File: config.mk
export PLATFORM = sky130hd
export DESIGN_NAME = serial_adder_controller
export DESIGN_NICKNAME = d
export VERILOG_FILES = /design/src/rtl/serial_adder_controller.sv
export SDC_FILE = /design/constraint.sdc
export NUM_CORES = 1
export LEC_CHECK = 0
export BUFFER_PORTS_ARGS = -buffer_cell sky130_fd_sc_hd__buf_2
export CAP_MARGIN = 20
export CORE_MARGIN = 2
export CORE_UTILIZATION = 49
export CTS_CLUSTER_SIZE = 8
export DETAILED_ROUTE_END_ITERATION = 6
export PLACE_DENSITY = 0.74
export SLEW_MARGIN = 40
export SYNTH_ARGS = -nofsm -noshare
export SYNTH_HDL_FRONTEND = slang
export SYNTH_SLANG_ARGS = --single-unit
File: constraint.sdc
create_clock -name clk -period 1.4 [get_ports clk]
set_input_delay 0.28 -clock clk [delete_from_list [all_inputs] [get_ports clk]]
set_output_delay 0.28 -clock clk [all_outputs]
set_load 0.005 [all_outputs]
File: src/rtl/serial_adder_controller.sv
// Bit-serial WIDTH-bit add/subtract engine: operands are shifted LSB-first through a
// single full adder, with a start/done valid-ready handshake to the host.

module half_adder (
  input  logic a,
  input  logic b,
  output logic sum,
  output logic carry
);
  assign sum   = a ^ b;
  assign carry = a & b;
endmodule

module full_adder_using_half_adder (
  input  logic a,
  input  logic b,
  input  logic cin,
  output logic sum,
  output logic cout
);
  logic s1, c1, c2;

  half_adder u_ha0 (.a(a),  .b(b),   .sum(s1),  .carry(c1));
  half_adder u_ha1 (.a(s1), .b(cin), .sum(sum), .carry(c2));

  assign cout = c1 | c2;
endmodule

module serial_adder_controller #(
  parameter int unsigned WIDTH = 8
) (
  input  logic             clk,
  input  logic             rst_n,
  input  logic             start_valid,
  output logic             start_ready,
  input  logic [WIDTH-1:0] op_a,
  input  logic [WIDTH-1:0] op_b,
  input  logic             sub,
  output logic             busy,
  output logic             done_valid,
  input  logic             done_ready,
  output logic [WIDTH-1:0] result,
  output logic             carry_out,
  output logic             overflow
);
  localparam int unsigned CNT_W = $clog2(WIDTH);
  localparam logic [CNT_W-1:0] LAST_BIT = CNT_W'(WIDTH - 1);

  typedef enum logic [1:0] {
    IDLE = 2'd0,
    RUN  = 2'd1,
    DONE = 2'd2
  } state_t;

  state_t state, state_d;

  logic [WIDTH-1:0] a_sr, b_sr, res_sr, res_nxt;
  logic [CNT_W-1:0] bit_cnt;
  logic             carry;
  logic             fa_sum, fa_cout;
  logic             accept, last_bit;

  full_adder_using_half_adder u_fa (
    .a    (a_sr[0]),
    .b    (b_sr[0]),
    .cin  (carry),
    .sum  (fa_sum),
    .cout (fa_cout)
  );

  assign res_nxt = {fa_sum, res_sr[WIDTH-1:1]};

  // State register
  always_ff @(posedge clk or negedge rst_n) begin
    if (!rst_n) begin
      state <= IDLE;
    end else begin
      state <= state_d;
    end
  end

  // Next-state and control decode
  always_comb begin
    state_d  = state;
    accept   = 1'b0;
    last_bit = 1'b0;
    case (state)
      IDLE: begin
        if (start_valid && start_ready) begin
          accept  = 1'b1;
          state_d = RUN;
        end
      end
      RUN: begin
        last_bit = (bit_cnt == LAST_BIT);
        if (last_bit) begin
          state_d = DONE;
        end
      end
      DONE: begin
        if (done_ready) begin
          state_d = IDLE;
        end
      end
      default: state_d = IDLE;
    endcase
  end

  // Handshake flags track the state being entered so they line up with it
  always_ff @(posedge clk or negedge rst_n) begin
    if (!rst_n) begin
      start_ready <= 1'b1;
      busy        <= 1'b0;
      done_valid  <= 1'b0;
    end else begin
      start_ready <= (state_d == IDLE);
      busy        <= (state_d == RUN);
      done_valid  <= (state_d == DONE);
    end
  end

  // Serial datapath; subtract is A + ~B + 1 with the +1 seeded into the carry flop
  always_ff @(posedge clk or negedge rst_n) begin
    if (!rst_n) begin
      a_sr      <= '0;
      b_sr      <= '0;
      res_sr    <= '0;
      carry     <= 1'b0;
      bit_cnt   <= '0;
      result    <= '0;
      carry_out <= 1'b0;
      overflow  <= 1'b0;
    end else if (accept) begin
      a_sr    <= op_a;
      b_sr    <= sub ? ~op_b : op_b;
      carry   <= sub;
      bit_cnt <= '0;
    end else if (state == RUN) begin
      a_sr   <= a_sr >> 1;
      b_sr   <= b_sr >> 1;
      res_sr <= res_nxt;
      carry  <= fa_cout;
      if (last_bit) begin
        result    <= res_nxt;
        carry_out <= fa_cout;
        overflow  <= carry ^ fa_cout;
      end else begin
        bit_cnt <= bit_cnt + CNT_W'(1);
      end
    end
  end

endmodule

==> impl_metrics.env <==
export IMPL_grt_max_degree=33
export IMPL_ys_types=27
export IMPL_first_pass_iters=4
export IMPL_placed_area_um2=2120
export IMPL_initial_utilization_pct=51.0
export IMPL_p_per_area_nw_per_um2=2110
export IMPL_finalMaxSlewViolations=0
export IMPL_ant_nets=0
export IMPL_pin_count=34
export IMPL_synthSimpleGateAreaFrac_pct=19.4
export IMPL_ys_async_sr_fraction_pct=100
export IMPL_worst_path_max_fanout=7
export IMPL_fmax_ghz=0.718
export IMPL_routedWlPerCell_um=13.4
export IMPL_n_fill_cell=331
export IMPL_cts_buffers=5
export IMPL_finClkSkew_ns=0.00682
export IMPL_globalplace_congestion=0.758
export IMPL_gr_usage_met3_pct=5.65
export IMPL_row_count=22
export IMPL_grt_pass1_wl_um=6000
export IMPL_htree_levels=2
export IMPL_peakVddDrop_v=0.00109
export IMPL_gr_usage_met1_pct=24.9
export IMPL_period_minus_slack_ns=1.39
export IMPL_insertion_delay_ns=0.29
export IMPL_netlist_area_um2=1850
export IMPL_finalSetupViolations=0
export IMPL_drt_iter0_drc=38
export IMPL_end_kind="flip-flop"
export IMPL_io_buffers=33
export IMPL_muxShareOfSynthArea_pct=5.47
export IMPL_drive_above_1_share_pct=28.3
export IMPL_cp_required_ns=1.58
export IMPL_die_height_um=65.5
export IMPL_grt_overflow_total=0
export IMPL_max_slew_margin_pct=76.4
export IMPL_mostFrequentLayoutCells="nand2_1 (55), dfrtp_1 (40), buf_2 (33), nor2_1 (13), a31oi_1 (11)"
export IMPL_clkTransAtPathRegs_ns=0.08
export IMPL_drv_cap=0
export IMPL_vias_per_cell=5.09
export IMPL_cts_tree="yes"
export IMPL_coreArea_um2=3630
export IMPL_synth_area_per_cell_um2=10.3
export IMPL_use_met2_pct=29.3
export IMPL_design_die_area_um2=4290
export IMPL_synth_main_ff_cell="dfrtp_1"
export IMPL_nets=242
export IMPL_final_common_cell="nand2_1"
export IMPL_tightestPinTransition_ns=0.354
export IMPL_outcome="finished, final reports clean"
export IMPL_synth_compound_area_share_pct=7.50
export IMPL_hpwl_um=2260
export IMPL_hold_viol_final=0
export IMPL_synthToLayoutAreaGrowth_pct=23.0
export IMPL_grt_pass1_vias=1308
export IMPL_antenna_cells=0
export IMPL_arrival_ns=1.57
export IMPL_period_share_pct=99.5
export IMPL_tns_ns=0
export IMPL_rsz0062_at_grt="true"
export IMPL_start_kind="flip-flop"
export IMPL_cts_num_sinks=42
export IMPL_synth_seq_cells=42
export IMPL_vias=1360
export IMPL_finalInstanceArea_um2=2280
export IMPL_track_usage_pct=18.7
export IMPL_syn_nets=203
export IMPL_synth_top_family_by_area="simple AND/OR/NAND/NOR gates"
export IMPL_die_width_um=65.5
export IMPL_synth_xor_area_share_pct=4.73
export IMPL_cts_root_buf="clkbuf_8"
export IMPL_drc=0
export IMPL_yosysSeqAreaShare_pct=56.8
export IMPL_antenna_found_initial=0
export IMPL_synth_edf_count=0
export IMPL_power_leakage_uw=0.00116
export IMPL_yosys_area_share_adder_pct=2.43
export IMPL_top_usage_layer="met2"
export IMPL_synth_cells=179
export IMPL_hold_path_class="primary input to flip-flop"
export IMPL_drt_wl_total_um=3570
export IMPL_path_class="flip-flop to flip-flop"
export IMPL_cts_buffer_depth=2
export IMPL_yosys_warnings=0
-- state kept, by name (all words and copies together) (netlist names) --
signal,cells
done_valid,1
state,2
bit_cnt,3
carry,1
overflow,1
result,8
b_sr,8
carry_out,1
start_ready,1
a_sr,8
res_sr,7
busy,1
-- timing repair --
item,CTS,global route
hold buffers,1,0
pin swaps,0,0
endpoints found under the hold margin,12,0
setup buffers,1,1
cloned,0,1
resized for setup,0,4
setup endpoints to repair,7,12
-- final timing paths --
path                                         from                     end  slack [ns]  cells after the start
setup / recovery           bit_cnt[0]$_DFFE_PN0P_   result[7]$_DFFE_PN0P_       0.007                      4
max in group asynchronous                   rst_n      state[1]$_DFF_PN0_        0.51                      3
hold reg to reg             res_sr[1]$_DFFE_PN0P_   res_sr[1]$_DFFE_PN0P_        0.48                      2
hold / removal                            op_a[7]     a_sr[7]$_DFFE_PN0P_        0.19                      3
min in group asynchronous                   rst_n  bit_cnt[1]$_DFFE_PN0P_        0.42                      2
setup reg to reg           bit_cnt[0]$_DFFE_PN0P_   result[7]$_DFFE_PN0P_       0.007                      4
-- metrics by stage --
step | hold slack, ns | instances | power, uW | worst slack, ns | utilization (%)
floorplan | -0.0156 | 179 | 3220 | 0.00209 | -
global placement | 0.204 | 255 | 3760 | 0.0232 | 58.3
detailed placement | 0.205 | 255 | 3840 | -0.0000508 | 58.3
CTS | 0.184 | 265 | 4780 | -0.00725 | 61.8
global route | 0.197 | 267 | 5190 | -0.0449 | 62.7
finish | 0.185 | 267 | 4800 | 0.00738 | 62.7
-- Yosys cell counts (all sizes together), types with 2 or more instances --
library cell / count / area, um^2
nor2: 13 / 48.8
xnor2: 3 / 26.3
a31oi: 11 / 68.8
mux2: 9 / 101
ha: 2 / 25.0
xor2: 7 / 61.3
a22oi: 4 / 30.0
o21ai: 6 / 30.0
nand3: 6 / 30.0
nand2: 55 / 206
a21oi: 2 / 10.0
buf: 10 / 63.8
dfrtp: 41 / 1030
-- worst max-delay path: stages, from the launching register on --
cell and delay, ns:
dfrtp_1 0.39, ha_2 0.20, ha_4 0.19, nand3b_2 0.17
mux2_1 0.34
-- where the power goes --
group	switching [uW]	internal, uW	total [uW]
Sequential	335	1740	2070
Combinational	906	888	1790
Clock	405	525	930
-- layout make-up --
class                   instances  area, um^2  share of cell area [%]
clock buffers                   5        68.8                    3.02
clock inverters                 3        40.0                    1.76
multi-input cells             127         771                    33.8
flip-flops and latches         42        1050                    46.2
well taps                      48        60.1                    2.64
repair buffers                 42         285                    12.5
-- cells by family after synthesis --
family,after synthesis
AO/OA/AOI/OAI,23
XOR/XNOR,10
adder cells (fa/ha/maj),3
buffers and inverters,11
flip-flops,42
multiplexers,9
AND/OR/NAND/NOR,81
-- metal layers --
layer	wire length [um]	part of all wire [%]	vias up
li1	-	-	671
met1	1720	48	646
met2	1640	46	36
met3	162	4.5	7
met4	50	1.4	0
met5	0	0	-
No activity file was read; power rests on OpenSTA's default activity.
